`src/rtl/psr_pkg.sv`:
```
// psr_pkg: shared mode-code table, PSR bit positions, field masks and the PSR packing helper.
// No ports; imported by psr_mode_dec and psr_bank.
package psr_pkg;
  localparam int NUM_MODES = 6;
  localparam logic [NUM_MODES-1:0][4:0] MODE_CODE = {5'b11011, 5'b10111, 5'b10011, 5'b10010, 5'b10001, 5'b10000};
  localparam int PSR_NZCV_LSB = 28;
  localparam int PSR_I_BIT = 7;
  localparam int PSR_F_BIT = 6;
  localparam logic [31:0] PSR_FLAGS_MASK = 32'hF000_0000;
  localparam logic [31:0] PSR_CTRL_MASK = 32'h0000_00DF;
  function automatic logic [31:0] psr_pack(input logic [3:0] nzcv, input logic i, input logic f, input int bank);
    logic [31:0] p;
    p = '0;
    p[PSR_NZCV_LSB +: 4] = nzcv;
    p[PSR_I_BIT] = i;
    p[PSR_F_BIT] = f;
    p[4:0] = (bank >= 0 && bank < NUM_MODES) ? MODE_CODE[bank] : 5'b0;
    return p;
  endfunction
endpackage

```
`src/rtl/psr_bank_if.sv`:
```
// psr_bank_if: exception/flag/MSR request bus and status outputs of psr_bank.
// master drives en and i_* requests and observes o_*; slave is the bank itself.
interface psr_bank_if #(parameter int BW = 3, parameter int DEPTH_W = 3);
  logic en;
  logic i_exc_req;
  logic [BW-1:0] i_exc_bank;
  logic i_exc_fmask;
  logic i_exc_ret;
  logic i_nzcv_flag;
  logic [3:0] i_nzcv_alu;
  logic i_xpsr_en_ex;
  logic i_xpsr_sel;
  logic [1:0] i_xpsr_field;
  logic [31:0] i_xpsr_reg;
  logic [31:0] o_xpsr_reg;
  logic [3:0] o_nzcv;
  logic [3:0] o_nzcv_next;
  logic o_irq_mask;
  logic o_fiq_mask;
  logic [BW-1:0] o_bank;
  logic o_int_mode;
  logic [DEPTH_W-1:0] o_depth;
  logic o_err;
  modport master (
    output en, i_exc_req, i_exc_bank, i_exc_fmask, i_exc_ret, i_nzcv_flag, i_nzcv_alu,
           i_xpsr_en_ex, i_xpsr_sel, i_xpsr_field, i_xpsr_reg,
    input  o_xpsr_reg, o_nzcv, o_nzcv_next, o_irq_mask, o_fiq_mask, o_bank, o_int_mode, o_depth, o_err
  );
  modport slave (
    input  en, i_exc_req, i_exc_bank, i_exc_fmask, i_exc_ret, i_nzcv_flag, i_nzcv_alu,
           i_xpsr_en_ex, i_xpsr_sel, i_xpsr_field, i_xpsr_reg,
    output o_xpsr_reg, o_nzcv, o_nzcv_next, o_irq_mask, o_fiq_mask, o_bank, o_int_mode, o_depth, o_err
  );
endinterface

```
`src/rtl/psr_mode_dec.sv`:
```
// psr_mode_dec: maps a 5-bit mode code to its bank index.
// Ports: mode (code in), idx (bank index out), valid (code belongs to an implemented bank).
module psr_mode_dec import psr_pkg::*; #(
  parameter int NUM_BANKS = 4,
  parameter int BW = 3
) (
  input  logic [4:0]    mode,
  output logic [BW-1:0] idx,
  output logic          valid
);
  always_comb begin
    idx = '0;
    valid = 1'b0;
    for (int k = 0; k <= NUM_BANKS; k++)
      if (mode == MODE_CODE[k]) begin
        idx = BW'(k);
        valid = 1'b1;
      end
  end
endmodule

```
`src/rtl/psr_bank.sv`:
```
// psr_bank: CPSR plus per-exception-bank SPSRs with entry/return, ALU flag update and MSR/MRS access.
// Ports: clk, rst_n (sync active-low), bus (psr_bank_if.slave: requests in, PSR/flags/mask/bank/depth/err out).
module psr_bank import psr_pkg::*; #(
  parameter int NUM_BANKS = 4,
  parameter int DEPTH_W = 3,
  parameter int BW = $clog2(NUM_BANKS + 1)
) (
  input logic clk,
  input logic rst_n,
  psr_bank_if.slave bus
);
  typedef struct packed {
    logic [3:0]    nzcv;
    logic          i;
    logic          f;
    logic [BW-1:0] bank;
  } ps_t;
  localparam ps_t PS_RST = ps_t'({4'h0, 2'b11, {BW{1'b0}}});
  ps_t cpsr;
  ps_t spsr [NUM_BANKS+1];
  logic [DEPTH_W-1:0] depth;
  logic err;
  logic [BW-1:0] dec_idx;
  logic dec_valid;
  logic msr_c, msr_s, ctrl_wr, entry_ok, entry_bad, ret_ok, ret_bad;
  logic [3:0] nzcv_next;
  logic unused_bits;
  psr_mode_dec #(.NUM_BANKS(NUM_BANKS), .BW(BW)) u_dec (
    .mode(bus.i_xpsr_reg[4:0]),
    .idx(dec_idx),
    .valid(dec_valid)
  );
  always_comb begin
    msr_c = bus.i_xpsr_en_ex & ~bus.i_xpsr_sel;
    msr_s = bus.i_xpsr_en_ex & bus.i_xpsr_sel & (cpsr.bank != '0);
    ctrl_wr = (msr_c | msr_s) & bus.i_xpsr_field[0];
    entry_ok = bus.i_exc_req & (bus.i_exc_bank != '0) & (bus.i_exc_bank <= BW'(NUM_BANKS));
    entry_bad = bus.i_exc_req & ~entry_ok;
    ret_ok = bus.i_exc_ret & ~bus.i_exc_req & (cpsr.bank != '0);
    ret_bad = bus.i_exc_ret & ~bus.i_exc_req & (cpsr.bank == '0);
    nzcv_next = (msr_c & bus.i_xpsr_field[1]) ? bus.i_xpsr_reg[PSR_NZCV_LSB +: 4] :
                bus.i_nzcv_flag ? bus.i_nzcv_alu : cpsr.nzcv;
  end
  always_ff @(posedge clk) begin
    if (!rst_n) begin
      cpsr <= PS_RST;
      for (int k = 0; k <= NUM_BANKS; k++) spsr[k] <= PS_RST;
      depth <= '0;
      err <= 1'b0;
    end else if (bus.en) begin
      if (entry_ok) begin
        // Entry saves the pre-entry control state with this cycle's flags; re-entry overwrites, no stacking.
        spsr[bus.i_exc_bank] <= {nzcv_next, cpsr.i, cpsr.f, cpsr.bank};
        cpsr <= {nzcv_next, 1'b1, cpsr.f | bus.i_exc_fmask, bus.i_exc_bank};
        depth <= &depth ? depth : depth + DEPTH_W'(1);
        err <= err | (&depth);
      end else if (entry_bad) begin
        err <= 1'b1;
      end else if (ret_ok) begin
        // Return restores CPSR wholesale; concurrent ALU/MSR updates are dropped.
        cpsr <= spsr[cpsr.bank];
        depth <= (depth == '0) ? depth : depth - DEPTH_W'(1);
        err <= err | (depth == '0);
      end else begin
        cpsr.nzcv <= nzcv_next;
        if (msr_c & bus.i_xpsr_field[0]) begin
          cpsr.i <= bus.i_xpsr_reg[PSR_I_BIT];
          cpsr.f <= bus.i_xpsr_reg[PSR_F_BIT];
          if (dec_valid) cpsr.bank <= dec_idx;
        end
        if (msr_s & bus.i_xpsr_field[1]) spsr[cpsr.bank].nzcv <= bus.i_xpsr_reg[PSR_NZCV_LSB +: 4];
        if (msr_s & bus.i_xpsr_field[0]) begin
          spsr[cpsr.bank].i <= bus.i_xpsr_reg[PSR_I_BIT];
          spsr[cpsr.bank].f <= bus.i_xpsr_reg[PSR_F_BIT];
          if (dec_valid) spsr[cpsr.bank].bank <= dec_idx;
        end
        err <= err | ret_bad | (ctrl_wr & ~dec_valid);
      end
    end
  end
  assign bus.o_nzcv = cpsr.nzcv;
  assign bus.o_nzcv_next = nzcv_next;
  assign bus.o_irq_mask = cpsr.i;
  assign bus.o_fiq_mask = cpsr.f;
  assign bus.o_bank = cpsr.bank;
  assign bus.o_int_mode = cpsr.bank != '0;
  assign bus.o_depth = depth;
  assign bus.o_err = err;
  // The user bank has no SPSR, so an SPSR read there reflects CPSR.
  assign bus.o_xpsr_reg = (bus.i_xpsr_sel && cpsr.bank != '0) ?
    psr_pack(spsr[cpsr.bank].nzcv, spsr[cpsr.bank].i, spsr[cpsr.bank].f, int'(spsr[cpsr.bank].bank)) :
    psr_pack(cpsr.nzcv, cpsr.i, cpsr.f, int'(cpsr.bank));
  assign unused_bits = ^{bus.i_xpsr_reg[27:8], bus.i_xpsr_reg[5]};
endmodule

```
`src/flat_wrapper.sv`:
```
// flat-port wrapper written by rule: the top's interface ports become plain ports
module psr_bank_flat import psr_pkg::*;
#(
  parameter int NUM_BANKS = 4,
  parameter int DEPTH_W = 3,
  parameter int BW = $clog2(NUM_BANKS + 1)
)
  (clk, rst_n, bus_en, bus_i_exc_req, bus_i_exc_bank, bus_i_exc_fmask, bus_i_exc_ret, bus_i_nzcv_flag, bus_i_nzcv_alu, bus_i_xpsr_en_ex, bus_i_xpsr_sel, bus_i_xpsr_field, bus_i_xpsr_reg, bus_o_xpsr_reg, bus_o_nzcv, bus_o_nzcv_next, bus_o_irq_mask, bus_o_fiq_mask, bus_o_bank, bus_o_int_mode, bus_o_depth, bus_o_err);
  psr_bank_if #(.BW(BW), .DEPTH_W(DEPTH_W)) bus_i ();
  input logic clk;
  input logic rst_n;
  input wire logic [$bits(bus_i.en)-1:0] bus_en;
  input wire logic [$bits(bus_i.i_exc_req)-1:0] bus_i_exc_req;
  input wire logic [$bits(bus_i.i_exc_bank)-1:0] bus_i_exc_bank;
  input wire logic [$bits(bus_i.i_exc_fmask)-1:0] bus_i_exc_fmask;
  input wire logic [$bits(bus_i.i_exc_ret)-1:0] bus_i_exc_ret;
  input wire logic [$bits(bus_i.i_nzcv_flag)-1:0] bus_i_nzcv_flag;
  input wire logic [$bits(bus_i.i_nzcv_alu)-1:0] bus_i_nzcv_alu;
  input wire logic [$bits(bus_i.i_xpsr_en_ex)-1:0] bus_i_xpsr_en_ex;
  input wire logic [$bits(bus_i.i_xpsr_sel)-1:0] bus_i_xpsr_sel;
  input wire logic [$bits(bus_i.i_xpsr_field)-1:0] bus_i_xpsr_field;
  input wire logic [$bits(bus_i.i_xpsr_reg)-1:0] bus_i_xpsr_reg;
  output wire logic [$bits(bus_i.o_xpsr_reg)-1:0] bus_o_xpsr_reg;
  output wire logic [$bits(bus_i.o_nzcv)-1:0] bus_o_nzcv;
  output wire logic [$bits(bus_i.o_nzcv_next)-1:0] bus_o_nzcv_next;
  output wire logic [$bits(bus_i.o_irq_mask)-1:0] bus_o_irq_mask;
  output wire logic [$bits(bus_i.o_fiq_mask)-1:0] bus_o_fiq_mask;
  output wire logic [$bits(bus_i.o_bank)-1:0] bus_o_bank;
  output wire logic [$bits(bus_i.o_int_mode)-1:0] bus_o_int_mode;
  output wire logic [$bits(bus_i.o_depth)-1:0] bus_o_depth;
  output wire logic [$bits(bus_i.o_err)-1:0] bus_o_err;
  assign bus_i.en = bus_en;
  assign bus_i.i_exc_req = bus_i_exc_req;
  assign bus_i.i_exc_bank = bus_i_exc_bank;
  assign bus_i.i_exc_fmask = bus_i_exc_fmask;
  assign bus_i.i_exc_ret = bus_i_exc_ret;
  assign bus_i.i_nzcv_flag = bus_i_nzcv_flag;
  assign bus_i.i_nzcv_alu = bus_i_nzcv_alu;
  assign bus_i.i_xpsr_en_ex = bus_i_xpsr_en_ex;
  assign bus_i.i_xpsr_sel = bus_i_xpsr_sel;
  assign bus_i.i_xpsr_field = bus_i_xpsr_field;
  assign bus_i.i_xpsr_reg = bus_i_xpsr_reg;
  assign bus_o_xpsr_reg = bus_i.o_xpsr_reg;
  assign bus_o_nzcv = bus_i.o_nzcv;
  assign bus_o_nzcv_next = bus_i.o_nzcv_next;
  assign bus_o_irq_mask = bus_i.o_irq_mask;
  assign bus_o_fiq_mask = bus_i.o_fiq_mask;
  assign bus_o_bank = bus_i.o_bank;
  assign bus_o_int_mode = bus_i.o_int_mode;
  assign bus_o_depth = bus_i.o_depth;
  assign bus_o_err = bus_i.o_err;
  psr_bank #(.NUM_BANKS(NUM_BANKS), .DEPTH_W(DEPTH_W), .BW(BW)) u_core (.clk(clk), .rst_n(rst_n), .bus(bus_i));
endmodule
```
`config.mk`:
```
export PLATFORM = sky130hd
export DESIGN_NAME = psr_bank_flat
export DESIGN_NICKNAME = d
export VERILOG_FILES = /design/src/rtl/psr_pkg.sv /design/src/rtl/psr_bank_if.sv /design/src/rtl/psr_mode_dec.sv /design/src/rtl/psr_bank.sv /design/src/flat_wrapper.sv
export SDC_FILE = /design/constraint.sdc
export NUM_CORES = 1
export LEC_CHECK = 0
export BUFFER_PORTS_ARGS = -buffer_cell sky130_fd_sc_hd__buf_2
export CAP_MARGIN = 40
export CELL_PAD_IN_SITES_DETAIL_PLACEMENT = 1
export CELL_PAD_IN_SITES_GLOBAL_PLACEMENT = 2
export CORE_UTILIZATION = 33
export CTS_CLUSTER_SIZE = 28
export DETAILED_ROUTE_END_ITERATION = 8
export GPL_TIMING_DRIVEN = 0
export PLACE_DENSITY = 0.81
export REMOVE_ABC_BUFFERS = 1
export SETUP_SLACK_MARGIN = 0.4
export SYNTH_ARGS = -nofsm -noshare
export SYNTH_HDL_FRONTEND = slang
export SYNTH_HIERARCHICAL = 1
export SYNTH_SLANG_ARGS = --single-unit
```
`constraint.sdc`:
```
create_clock -name clk -period 2.2 [get_ports clk]
set_input_delay 0 -clock clk [delete_from_list [all_inputs] [get_ports clk]]
set_output_delay 0 -clock clk [all_outputs]
set_load 0.01 [all_outputs]
```
==> metrics.md <==
| Metric | Value |
|---|---|
| I/O Pins | `100` |
| M1 WL | `6680 µm` |
| Ant diodes | `0` |
| I/O Buffers | `57` |
| Synth cell types | `66` |
| Sum Neg Setup Slack | `-21910 ps` |
| Global-route usage over all layers | `22.1%` |
| DRC | `0` |
| Final WS setup | `-312 ps` |
| Initial antenna violation count | `0` |
| Grt total ovfl | `0` |
| Top sig layer | `met4` |
| Hold WC Path Type | `primary input to register` |
| Syn Inst Count | `420` |
| Routed WL | `17300 µm` |
| Setup-failing EPs final | `roughly 110` |
| Worst Setup Start Kind | `register` |
| Hold path cells | `3` |
| Mapped Area | `4970 µm²` |
| Initial DRT Pass Iterations | `4` |
| Routed wl met3 | `840 µm` |
| H-Tree Depth | `3` |
| Sink Count | `92` |
| First-pass GRT wire length | `25400 µm` |
| Leading area contributor after synthesis | `edfxtp_1` |
| Most frequent cells after synthesis | `72 x edfxtp_1, 39 x nor2_1, 33 x nand2_1` |
| Layout cell share with drive strength beyond 1 | `52.7%` |
| Most frequent cell after synthesis | `edfxtp_1` |
| FFs w/ async S/R, synth | `0%` |
| Total core area | `roughly 15000 µm²` |
| Hold Worst Slack | `19.1 ps` |
| CTS max path bufs | `2` |
| Pin count of the biggest net entering global routing | `29` |
| Rel. slew slack | `43.1%` |
| Slowest cell on the critical path | `dfxtp_4` |
| Max-cap violations | `0` |
| Fin crit period | `2510 ps` |
| Max Slew Vio Count | `0` |
| Synth-to-Final Area Change | `42.6%` |
| Reg-to-reg startpoint | `u_core/bus.o_bank[1]` |
| Min-delay src | `bus_i_xpsr_reg[6]` |
| Met2 WL | `between 9000 and 10000 µm` |
| Final Hold Fails | `0` |
| Synthesized flop and latch total | `just over 90` |
| F_max | `398 MHz` |
| Critical path's top delay family | `simple AND/OR/NAND/NOR gates` |
| CTS tree | `built` |
| Peak VDD IR | `0.399 mV` |
| Power density cells | `approximately 650 nW/µm²` |
| Fin crit share | `114%` |
| RSZ-0062 raised after global routing | `yes` |
| Worst Path Required | `2250 ps` |
| DR vias | `3979` |
| Worst slack at placement | `-1550 ps` |
| Chip width | `125 µm` |
| R2r setup slk | `-310 ps` |
| Worst Max-Slew Pin Slew | `between 800 and 900 ps` |
| DR vias/cell | `5.38` |
| Vias in the first global route | `4265` |
| Status | `complete, but fails checks` |
| Antenna viol nets, final | `0` |
| Crit path cell chain | `o31ai_4 -> buf_8 -> nor4b_4 -> nor3b_4 -> buf_6 -> buf_16 -> nor4_4 -> a41oi_4 -> buf_12 -> o21ai_1` |
| Row Count | `44` |
| Routed WL per cell | `~23 µm` |
| Post-synth EDFFs | `72` |
| Post-synth top area share | `43.5%` |
| Inserted Clock Buffers | `9` |
| Layout fillers | `1524` |
| Crit path largest cell delay | `approximately 370 ps` |
| Clock latency on the worst-skew pair | `about 350 ps` |
| Die height | `125 µm` |
| Starting Density | `between 30 and 40%` |
| DP Wirelength | `9990 µm` |
| Gpl congestion | `0.838` |
| Sequential area share after synthesis | `roughly half` |
| Final Skew | `between 10 and 15 ps` |
| Prevailing post-synth register cell | `edfxtp_1` |
| Final cell count without fillers | `between 700 and 800` |
| Worst setup EP type | `register` |
| Nets@finish | `approximately 600` |
| Clk pin slew, worst setup/hold paths | `60 ps` |
| Avg Inst Size Synth | `11.8 µm²` |
| Synth warn | `6` |
| CTS root buf | `clkbuf_16` |
| Reg2reg end | `u_core/spsr[1][4]` |
| Critical Path AT | `around 2600 ps` |
| FF-to-FF path depth | `10` |
| Synth top area cells | `edfxtp_1 44%, mux4_2 8.2%, dfxtp_1 8.1%` |
| Inst Count DP | `roughly 650` |
| Iteration-0 DRC Markers | `259` |
| Worst-path fanout max | `12` |
| Die ar. | `15600 µm²` |
| Static Leak | `around 2.6 nW` |
| Kind of critical path | `register to register` |
| Worst path bufs/invs | `4` |
| Failing checks | `negative setup slack` |
| Hold Path End | `u_core/spsr[6][3]` |
## flip-flops by register name (all words and copies together), names as in the netlist, named ones only
register / flops
u_core/bus.o_irq_mask: 1
u_core/bus.o_err: 1
u_core/bus.o_depth: 3
u_core/spsr: 72
u_core/bus.o_bank: 3
u_core/bus.o_nzcv: 4
u_core/bus.o_fiq_mask: 1
## power by group
part / internal (mW) / switching [mW] / total, mW / leakage [nW]
logic: 0.470 / 0.559 / 1.03 / 1.59
clock network: 0.941 / 0.637 / 1.58 / 0.145
registers: 1.94 / 0.0549 / 1.99 / 0.838
total: 3.35 / 1.25 / 4.60 / 2.57
## cell usage in the layout (no fill, tap or decap), drive strengths merged, types with 3 or more instances in the layout
cell,count
a21o,3
nand3,13
inv,18
nand2,33
o221a,4
a21oi,4
nand2b,9
nor4,3
conb,30
buf,136
mux2,13
mux2i,15
nor3,7
and2,3
nor2,51
clkbuf,14
o21ai,32
o22ai,4
mux4,18
or2,5
dfxtp,20
edfxtp,72
a31oi,7
a41oi,5
nor2b,3
## metal layers
metal,track usage (%),vias up
met1,25.3,2014
met2,39.7,150
li1,-,1775
met3,4.55,40
met5,0,-
met4,8.86,0
## through the flow
stage | area (µm²) | total power, mW | utilization, %
3_3_place_gp | 5280 | 2.62 | 36.2
6_report | 7090 | 4.60 | 48.6
2_1_floorplan | 4770 | 2.39 | -
4_1_cts | 6770 | 4.49 | 46.4
3_5_place_dp | 5360 | 2.66 | 36.8
5_1_grt | 7090 | 4.77 | 48.6
## logic make-up (layout without fill, tap and decap cells)
| kind of cell | Yosys count | after routing | synth area share, % |
|---|---|---|---|
| AOI/OAI and AO/OA | 72 | 73 | 10.4 |
| xor gates and xnor gates | 3 | 3 | 0.529 |
| adders and majority gates | 2 | 2 | 0.655 |
| buffers and inverters | 64 | 171 | 7.58 |
| DFF | 92 | 92 | 51.6 |
| muxes | 46 | 46 | 14.1 |
| other | 2 | 30 | 0.151 |
| and+or+nand+nor | 139 | 139 | 15.0 |
## worst max-delay path by stage
stage | start | to | cells past startpoint
2_1_floorplan | u_core/bus.o_bank[0] | u_core/spsr[4][5] | 6
3_3_place_gp | u_core/bus.o_bank[0] | u_core/spsr[4][5] | 6
3_5_place_dp | u_core/bus.o_bank[0] | u_core/spsr[1][5] | 7
4_1_cts | u_core/bus.o_bank[1] | u_core/spsr[4][2] | 9
5_1_grt | u_core/bus.o_bank[1] | u_core/spsr[1][3] | 10
6_report | u_core/bus.o_bank[1] | u_core/spsr[1][4] | 10
## worst min-delay path, delay by kind of cell
family / cells / cell delay [ps]
mux: 1 / 80
buf+inv: 2 / 180
## cell type report
cell class | count | area [µm²] | area share, %
well taps | 184 | 230 | 3.25
clock inverters | 2 | 33.8 | 0.477
repair buffers | 137 | 1150 | 16.2
inverters | 18 | 77.6 | 1.09
clock buffers | 14 | 264 | 3.73
flip-flops and latches | 92 | 2580 | 36.5
multi-input cells | 293 | 2750 | 38.7
## timing repair
| item | 4_1_cts | 5_1_grt |
|---|---|---|
| pin swaps | 25 | 14 |
| endpoints found under the hold margin | 1 | 0 |
| cloned | 1 | 1 |
| gates resized for setup | 153 | 44 |
| endpoints found under the setup margin | 157 | 154 |
| hold buffers | 1 | 0 |
| setup buffers | 56 | 16 |
No activity file was read; power rests on OpenSTA's default activity.
